## src/rtl/versatile_interface_adapter.sv

```systemverilog
// versatile_interface_adapter: NUM_PORTS 8-bit bidirectional ports with per-bit
// direction, optional edge-latched inputs, control-line flags, and a 16-bit
// interval timer (one-shot / continuous), with an active-low IRQ to the CPU.
module versatile_interface_adapter #(
    parameter int NUM_PORTS   = 2,
    parameter int TIMER_WIDTH = 16
) (
    input  logic                   clk,
    input  logic                   reset,
    input  logic [7:0]             data_in,
    output logic [7:0]             data_out,
    input  logic [3:0]             register_select,
    input  logic                   chip_en,
    input  logic                   readb_write,
    input  logic [8*NUM_PORTS-1:0] port_in,
    output logic [8*NUM_PORTS-1:0] port_out,
    output logic [8*NUM_PORTS-1:0] port_oe,
    input  logic [NUM_PORTS-1:0]   ctl_in,
    output logic                   irq_n
);

    // Flag/enable bits that physically exist: one per port plus the timer flag.
    localparam logic [6:0] IFR_MASK = 7'h40 | 7'((1 << NUM_PORTS) - 1);
    localparam logic [7:0] ACR_MASK = 8'((1 << (NUM_PORTS + 1)) - 1);
    localparam logic [7:0] PCR_MASK = 8'((1 << NUM_PORTS) - 1);

    logic [NUM_PORTS-1:0][7:0] or_q, or_d;
    logic [NUM_PORTS-1:0][7:0] ddr_q, ddr_d;
    logic [NUM_PORTS-1:0][7:0] irl_q, irl_d;
    logic [NUM_PORTS-1:0][7:0] pin;
    logic [NUM_PORTS-1:0][7:0] ir_val;
    logic [NUM_PORTS-1:0]      ctl_q, ctl_d, ctl_edge;
    logic [7:0]                acr_q, acr_d;
    logic [7:0]                pcr_q, pcr_d;
    logic [7:0]                data_out_q, data_out_d;
    logic [7:0]                rd_val;
    logic [6:0]                ifr_q, ifr_d;
    logic [6:0]                ier_q, ier_d;
    logic [6:0]                ifr_set, ifr_clr;
    logic [TIMER_WIDTH-1:0]    t1c_q, t1c_d;
    logic [TIMER_WIDTH-1:0]    t1l_q, t1l_d;
    logic                      armed_q, armed_d;
    logic                      t1_load;
    logic                      wr_en, rd_en;
    logic                      irq_flag;

    assign pin      = port_in;
    assign ctl_d    = ctl_in;
    assign wr_en    = chip_en & ~readb_write;
    assign rd_en    = chip_en & readb_write;
    assign irq_flag = |(ifr_q & ier_q);
    assign irq_n    = ~irq_flag;
    assign port_out = or_q;
    assign port_oe  = ddr_q;
    assign data_out = data_out_q;

    // Per-port active-edge detect and the value an IR read would return
    always_comb begin
        for (int p = 0; p < NUM_PORTS; p++) begin
            ctl_edge[p] = pcr_q[p] ? (ctl_in[p] & ~ctl_q[p]) : (~ctl_in[p] & ctl_q[p]);
            ir_val[p]   = (ddr_q[p] & or_q[p]) |
                          (~ddr_q[p] & (acr_q[p+1] ? irl_q[p] : pin[p]));
        end
    end

    // Read mux; unimplemented port addresses fall through to 0x00
    always_comb begin
        rd_val = '0;
        for (int p = 0; p < NUM_PORTS; p++) begin
            if (register_select == 4'(p))     rd_val = ir_val[p];
            if (register_select == 4'(p + 4)) rd_val = ddr_q[p];
        end
        case (register_select)
            4'h8:    rd_val = t1c_q[7:0];
            4'h9:    rd_val = t1c_q[TIMER_WIDTH-1:8];
            4'hA:    rd_val = t1l_q[7:0];
            4'hB:    rd_val = t1l_q[TIMER_WIDTH-1:8];
            4'hC:    rd_val = acr_q;
            4'hD:    rd_val = pcr_q;
            4'hE:    rd_val = {irq_flag, ifr_q};
            4'hF:    rd_val = {1'b1, ier_q};
            default: ;
        endcase
    end

    // Next-state: register writes, read side effects, edge latching, timer
    always_comb begin
        or_d       = or_q;
        ddr_d      = ddr_q;
        irl_d      = irl_q;
        acr_d      = acr_q;
        pcr_d      = pcr_q;
        ier_d      = ier_q;
        t1c_d      = t1c_q;
        t1l_d      = t1l_q;
        armed_d    = armed_q;
        data_out_d = data_out_q;
        ifr_set    = '0;
        ifr_clr    = '0;
        t1_load    = 1'b0;

        for (int p = 0; p < NUM_PORTS; p++) begin
            if (ctl_edge[p]) begin
                ifr_set[p] = 1'b1;
                if (acr_q[p+1]) irl_d[p] = pin[p];
            end
        end

        if (wr_en) begin
            for (int p = 0; p < NUM_PORTS; p++) begin
                if (register_select == 4'(p))     or_d[p]  = data_in;
                if (register_select == 4'(p + 4)) ddr_d[p] = data_in;
            end
            case (register_select)
                4'h8, 4'hA: t1l_d[7:0] = data_in;
                4'h9: begin
                    t1l_d[TIMER_WIDTH-1:8] = data_in;
                    t1_load                = 1'b1;
                end
                4'hB:    t1l_d[TIMER_WIDTH-1:8] = data_in;
                4'hC:    acr_d = data_in & ACR_MASK;
                4'hD:    pcr_d = data_in & PCR_MASK;
                4'hE:    ifr_clr = data_in[6:0];
                4'hF:    ier_d = data_in[7] ? (ier_q | (data_in[6:0] & IFR_MASK))
                                            : (ier_q & ~data_in[6:0]);
                default: ;
            endcase
        end

        if (rd_en) begin
            data_out_d = rd_val;
            for (int p = 0; p < NUM_PORTS; p++) begin
                if (register_select == 4'(p)) ifr_clr[p] = 1'b1;
            end
            if (register_select == 4'h8) ifr_clr[6] = 1'b1;
        end

        // A load edge does not count; zero is held for one edge before the
        // flag/reload, so latch N flags N+1 edges after the load.
        if (t1_load) begin
            t1c_d      = {data_in, t1l_q[7:0]};
            armed_d    = 1'b1;
            ifr_clr[6] = 1'b1;
        end else if (t1c_q != '0) begin
            t1c_d = t1c_q - 1'b1;
        end else begin
            if (armed_q) ifr_set[6] = 1'b1;
            if (acr_q[0]) begin
                t1c_d = t1l_q;
            end else begin
                t1c_d   = '1;
                armed_d = 1'b0;
            end
        end
    end

    // Set beats clear when both hit the same flag in one cycle
    assign ifr_d = ((ifr_q & ~ifr_clr) | ifr_set) & IFR_MASK;

    // State register with synchronous active-low reset
    always_ff @(posedge clk) begin
        if (!reset) begin
            or_q       <= '0;
            ddr_q      <= '0;
            irl_q      <= '0;
            ctl_q      <= '0;
            acr_q      <= '0;
            pcr_q      <= '0;
            ifr_q      <= '0;
            ier_q      <= '0;
            t1c_q      <= '0;
            t1l_q      <= '0;
            armed_q    <= 1'b0;
            data_out_q <= '0;
        end else begin
            or_q       <= or_d;
            ddr_q      <= ddr_d;
            irl_q      <= irl_d;
            ctl_q      <= ctl_d;
            acr_q      <= acr_d;
            pcr_q      <= pcr_d;
            ifr_q      <= ifr_d;
            ier_q      <= ier_d;
            t1c_q      <= t1c_d;
            t1l_q      <= t1l_d;
            armed_q    <= armed_d;
            data_out_q <= data_out_d;
        end
    end

endmodule

```

## config.mk

```make
export PLATFORM = sky130hd
export DESIGN_NAME = versatile_interface_adapter
export DESIGN_NICKNAME = d
export VERILOG_FILES = /design/src/rtl/versatile_interface_adapter.sv
export SDC_FILE = /design/constraint.sdc
export NUM_CORES = 1
export LEC_CHECK = 0
export ABC_CLOCK_PERIOD_IN_PS = 3700
export BUFFER_PORTS_ARGS = -buffer_cell sky130_fd_sc_hd__buf_2
export CAP_MARGIN = 20
export CORE_MARGIN = 3
export CORE_UTILIZATION = 62
export CTS_CLUSTER_DIAMETER = 30
export DETAILED_ROUTE_END_ITERATION = 6
export PLACE_DENSITY = 0.84
export REMOVE_ABC_BUFFERS = 1
export SYNTH_ARGS = -nofsm -noshare
export SYNTH_HDL_FRONTEND = slang
export SYNTH_SLANG_ARGS = --single-unit
```

## constraint.sdc

```tcl
create_clock -name clk -period 3.7 [get_ports clk]
set_clock_uncertainty 0.15 [all_clocks]
set_input_delay 0.185 -clock clk [delete_from_list [all_inputs] [get_ports clk]]
set_output_delay 0.185 -clock clk [all_outputs]
set_load 0.01 [all_outputs]
```

==> results of run 1 <==
[registers in the layout, summed over array words and instances, names as in the netlist, named ones only]
signal	count
irl_q	16
port_oe	16
port_out	16
t1c_q	16
t1l_q	16
data_out	8
ier_q	4
acr_q	3
ifr_q	3
ctl_q	2
pcr_q	2
armed_q	1
[layout make-up]
cell class / count / area share [%]
inverter: 12 / 0.728
clock buffer: 9 / 2.00
multi-input combinational: 438 / 50.2
clock inverter: 7 / 0.951
sequential: 106 / 34.3
tap: 105 / 2.12
timing repair buffer: 97 / 9.63
[per-layer routing]
layer | wire (um) | GRT usage, %
met1 | 6850 | 44.2
met2 | 7410 | 50.7
met3 | 1460 | 7.78
met4 | 407 | 9.53
met5 | 0 | 0
[stage by stage]
step                      util [%]  power [mW]  hold WS, ns  cells
after floorplan                  -        1.90        0.122    556
after global placement        68.7        2.17        0.260    737
after detailed placement      68.7        2.17        0.273    737
after CTS                     73.4        2.86      0.00305    774
after global routing          73.4        3.01       0.0198    774
final                         73.4        2.89       0.0180    774
[logic make-up (layout without fill, tap and decap cells)]
family	Yosys count	count (layout)	share of synthesized area (%)
and+or+nand+nor	211	211	21.5
muxes	93	93	17.6
xor gates and xnor gates	6	6	0.957
buffers and inverters	57	125	4.81
AOI/OAI and AO/OA	126	126	16.1
DFF	106	106	38.6
adders and majority gates	2	2	0.456
[worst max-delay path, stage by stage (launching register included)]
cell	delay, ns
dfxtp_1	0.36
inv_1	0.12
ha_1	0.17
nor4b_2	0.41
nand4_1	0.44
and2_4	0.36
o211a_1	0.21
[power groups by stage]
| stage | logic [mW] | registers [mW] | clock network [mW] |
|---|---|---|---|
| 4_1_cts | 0.793 | 1.37 | 0.699 |
| 3_3_place_gp | 0.768 | 1.40 | 0 |
| 6_report | 0.816 | 1.38 | 0.694 |
| 2_1_floorplan | 0.544 | 1.35 | 0 |
| 5_1_grt | 0.882 | 1.39 | 0.736 |
| 3_5_place_dp | 0.769 | 1.40 | 0 |
[worst max path at each step]
stage	cells after the start	slack, ns	end
after global placement	5	1.24	t1c_q[11]$_SDFF_PN0_
after floorplan	5	1.31	t1c_q[9]$_SDFF_PN0_
after global routing	7	1.25	t1c_q[10]$_SDFF_PN0_
after CTS	6	1.44	t1c_q[7]$_SDFF_PN0_
final	6	1.38	t1c_q[7]$_SDFF_PN0_
after detailed placement	5	1.26	t1c_q[11]$_SDFF_PN0_
[layout by cell type (no fill, tap or decap), types with 3 or more instances in the layout]
cell type	netlist	routed
o311ai_0	14	14
a311oi_1	3	3
xnor2_1	3	3
a31o_2	3	3
nand2_1	42	42
o31ai_1	5	5
and2_1	5	5
nand3_1	19	19
a22o_1	3	3
nor2_1	27	27
nand2b_1	3	3
xor2_1	3	3
inv_1	10	10
buf_2	13	74
o211a_1	9	9
nor2b_1	73	73
nor3_1	7	7
dlygate4sd3_1	0	21
a31oi_1	7	7
or4_1	3	3
o21ai_0	27	27
clkbuf_8	0	9
mux2_2	4	4
inv_6	0	3
nand4_1	6	6
dfxtp_1	106	106
a21oi_1	20	20
a21boi_0	6	6
mux2i_1	86	86
and3_1	6	6
o22ai_1	4	4
a22oi_1	8	8
==> reports/metrics.yaml, run 1 <==
ant_nets: 0
p_comb_share_pct: 28.2
stdcell_area_mm2: 0.00618
synth.ff_latch_count: 106
die_area_mm2: 0.0100
area_growth_pct: 12.6
drc: 0
final.setup.worst_slack_ns: 1.38
cts_resized: 0
crit_arrival_ns: 2.44
hold_depth: 2
synth_cells: 601
track_usage_pct: 32.3
layout-drive-gt1-share_pct: 16.9
drt_wl_total_um: 16100
antenna_found_initial: 0
drt_iter0_markers: 543
status: "finished clean"
avgViaCountPerCell: 6.44
yosysMostFrequentCell: "dfxtp_1"
multi_input_area_mm2: 0.00311
cts.clk_slew.worst_paths_ns: 0.11
grt_pass1_wl_um: 25300
regArea_mm2: 0.00212
worst_slew_margin_rel_pct: 31.9
fmax_mhz: 431
ys_types: 65
crit_path_end_kind: "register"
crit_start: "t1c_q[0]$_SDFF_PN0_"
synth_common_cells: "dfxtp_1, mux2i_1, nor2b_1"
p_seq_share_pct: 47.7
cts_sinks: 106
synth_edf_count: 0
start_kind: "register"
num_io_pins: 75
r2r_cells: 6
cts_tree: "built"
cts_buffer_depth: 2
power_density_mw_per_mm2: 467
detailroute.via_count: 4988
drt_first_pass_iters: 6
hold_end: "ier_q[2]$_SDFFE_PN0P_"
synth_top_area_cell: "dfxtp_1"
num_rows: 33
cts-root-buf: "clkbuf_8"
wire_per_inst_um: 20.8
min_from: "data_in[2]"
die_h_um: 100
start_util_pct: 65.2
synth_area_per_cell_um2: 9.14
cts_setup_buffers: 0
crit_required_ns: 3.82
gp_congestion: 0.921
crit_type: "reg2reg"
r2r-end: "t1c_q[7]$_SDFF_PN0_"
placed_area_mm2: 0.00579
synth.top_cell.area_share_pct: 38.6
post-route-min-period_ns: 2.32
portBuffers: 74
switching_share_pct: 36.4
synth_area_mm2: 0.00549
die_w_um: 100
synth_top_flop_cell: "dfxtp_1"
grt_pass1_vias: 4840
dp_slack_ns: 1.26
drv_slew: 0
setup_viol: 0
yosysSeqAreaShare_pct: 38.6
p_sw_mw: 1.05
antenna_cells: 0
hold_class: "in2reg"
grt_setup_unrepaired: "false"
tns_ns: 0
postCtsHoldBufs: 21
dpl.hpwl_um: 10900
rrSetupSlack_ns: 1.38
finalNetCount: 700
finalHoldViolations: 0
grt_max_degree: 76
overflow: 0
max-cap-violations: 0
cp_max_fo: 9
synth-warning-count: 0
synth.area.top_cells: "dfxtp_1, mux2i_1, nor2b_1"
power_frac_clock_pct: 24.0
h-tree-depth: 3
r2r-start: "t1c_q[0]$_SDFF_PN0_"
period_share_pct: 62.7
n_fill_cell: 673
p_leak_nw: 2.74
tritoncts.num_buffers: 9
tightest_slew_ns: 1.02
ir_worst_vdd_uv: 336
core_area_mm2: 0.00842
synthArstFlopShare_pct: 0
worstSkewPairLatency_ns: 0.37
intPower_mw: 1.84
Power figures use the tool's default switching activity.
==> run 2, diff against run 1 <==
Settings changed: ABC_AREA set to 1, ABC_CLOCK_PERIOD_IN_PS 3700 to 2000, CORE_UTILIZATION 62 to 52, PLACE_DENSITY 0.84 to 0.75.
Clock period 3.7 ns to 2 ns, I/O delays scaled along.
==> run 2 against run 1 <==
Against the previous run: sequential cell count did not move; first-iteration DRC count rose by 12%; critical endpoint is now port_out[9]$_SDFFE_PN0P_; largest power group unchanged; highest routed layer unchanged; count of clock-buffer cells in the layout rose by 3; setup slack got worse by 1.2 ns.
==> reports/metrics.yaml, run 2 <==
yosysSeqAreaShare_pct: 38.8
synth.ff_latch_count: 106
tritoncts.num_buffers: 9
grt_pass1_vias: 5538
synth_edf_count: 0
synth_top_family_by_area: "simple AND/OR/NAND/NOR gates"
yosysMostFrequentCell: "nand2_1"
synth_area_mm2: 0.00546
area_growth_pct: 19.3
synthArstFlopShare_pct: 0
die_area_mm2: 0.0118
synth-warning-count: 0
synth_compound_area_share_pct: 17.1
p_leak_nw: 3.06
synth_xor_area_share_pct: 0.802
crit_required_ns: 2.16
gp_congestion: 0.927
worst_slew_margin_rel_pct: 56.4
die_h_um: 108
fmax_mhz: 540
max-cap-violations: 0
critPathTopFamily: "buffers and inverters"
cts-root-buf: "clkbuf_8"
core_area_mm2: 0.0100
status: "finished clean"
worst_path_max_delay_cell: "dlygate4sd3_1"
cts.clk_slew.worst_paths_ns: 0.10
synthSimpleGateAreaFrac_pct: 32.5
synth_common_cells: "nand2_1, nor2_1, dfxtp_1"
overflow: 0
crit_top_cell: "dlygate4sd3_1"
grt_pass1_wl_um: 27900
setup_viol: 0
die_w_um: 108
post-route-min-period_ns: 1.85
layout-drive-gt1-share_pct: 13.9
grt_setup_unrepaired: "false"
num_io_pins: 75
cp_max_fo: 8
grt_max_degree: 42
synth_mux_area_share_pct: 0
num_rows: 36
crit_type: "in2reg"
hold_class: "in2reg"
ys_types: 37
detailroute.via_count: 5943
tns_ns: 0
mostFrequentLayoutCells: "nand2_1, nor2_1, dfxtp_1, inv_1, o21ai_0"
avgViaCountPerCell: 5.45
cts_tree: "built"
cp_cell_sequence: "dlygate4sd3_1 -> buf_2 -> nor3_4 -> dlygate4sd3_1 -> nand3_1 -> a21oi_1"
ant_nets: 0
max_stage_delay_ns: 0.65
track_usage_pct: 30.3
synth_area_per_cell_um2: 6.46
crit_buf_inv: 3
drv_slew: 0
crit_arrival_ns: 2.01
drt_iter0_markers: 606
finalNetCount: 988
crit_path_end_kind: "register"
n_fill_cell: 937
hold_ws_ns: 0.0282
start_kind: "input port"
dpl.hpwl_um: 12600
drt_first_pass_iters: 5
period_share_pct: 92.6
synth_adder_area_share_pct: 0.458
start_util_pct: 54.6
cts_buffer_depth: 2
worstSkewPairLatency_ns: 0.37
synth_cells: 846
synth_top_flop_cell: "dfxtp_1"
tightest_slew_ns: 0.653
portBuffers: 74
antenna_found_initial: 0
wire_per_inst_um: 16.0
cts_sinks: 106
ir_worst_vdd_uv: 594
drc: 0
power_density_mw_per_mm2: 837
h-tree-depth: 3
final_common_cell: "nand2_1"
synth.area.top_cells: "dfxtp_1, nand2_1, nor2_1"
synth.top_cell.area_share_pct: 38.8
synth_top_area_cell: "dfxtp_1"
finalHoldViolations: 0
drt_wl_total_um: 17400
-- run 2: cell count changes after synthesis, moves of 43 or more --
cell,delta
nand2_1,+141
nor2_1,+99
inv_1,+89
mux2i_1,-86
nor2b_1,-73
nand3_1,+60
o21ai_0,+56
a21oi_1,+43
-- run 2: path summary, 6_finish.rpt --
kind / startpoint / to / slack, ns / cells after the start
setup reg to reg: t1c_q[1]$_SDFF_PN0_ / t1c_q[5]$_SDFF_PN0_ / 0.26 / 8
hold / removal: readb_write / data_out[4]$_SDFFE_PN0P_ / 0.03 / 4
setup / recovery: register_select[2] / port_out[9]$_SDFFE_PN0P_ / 0.15 / 6
hold reg to reg: ier_q[3]$_SDFFE_PN0P_ / ier_q[3]$_SDFFE_PN0P_ / 0.31 / 2
-- run 2: cell type report --
cell class | count | area (um2) | share of cell area (%)
multi-input combinational | 599 | 2780 | 42.7
timing repair buffer | 128 | 853 | 13.1
sequential | 106 | 2120 | 32.6
clock buffer | 12 | 155 | 2.38
antenna | 1 | 2.50 | 0.0384
clock inverter | 4 | 26.3 | 0.403
tap | 133 | 166 | 2.55
inverter | 108 | 410 | 6.30
-- run 2: where the power goes --
group	internal, mW	switching, mW
logic	0.623	1.13
clock network	0.520	0.723
registers	2.28	0.179
-- run 2: cells by family after synthesis --
| family | after synthesis |
|---|---|
| simple gates | 417 |
| xor+xnor | 5 |
| compound gates | 175 |
| buf+inv | 141 |
| fa+ha+maj | 2 |
| flops | 106 |
-- run 2: through the flow --
stage	util [%]	cell area (um2)	setup slack [ns]	power, mW	instances
6_report	65.2	6520	0.149	5.46	1091
5_1_grt	65.1	6510	0.0402	5.80	1090
4_1_cts	64.9	6490	0.116	5.44	1087
3_5_place_dp	59.9	5990	0.134	4.16	1040
3_3_place_gp	59.9	5990	0.189	4.18	1040
2_1_floorplan	-	5310	0.422	3.61	813
-- run 2: worst min-delay path, delay by kind of cell --
| family | cells | cell delay [ns] |
|---|---|---|
| AO/OA/AOI/OAI | 1 | 0.07 |
| AND/OR/NAND/NOR | 2 | 0.23 |
| buffers and inverters | 1 | 0.11 |
-- run 2: what timing repair did --
| action | CTS | global route |
|---|---|---|
| hold buffers | 31 | 0 |
| buffers inserted | 0 | 3 |
| hold endpoints to repair | 47 | 0 |
| setup endpoints to repair | 0 | 15 |
| resized for setup | 0 | 2 |
-- run 2: routing by layer --
layer  wire [um]  up-vias  GRT usage [%]  share of wire, %
li1            -     2948              -                 -
met1        7360     2686           42.9                42
met2        7700      270           46.2                44
met3        1880       39           6.51                11
met4         490        0           9.65               2.8
met5           0        -              0                 0
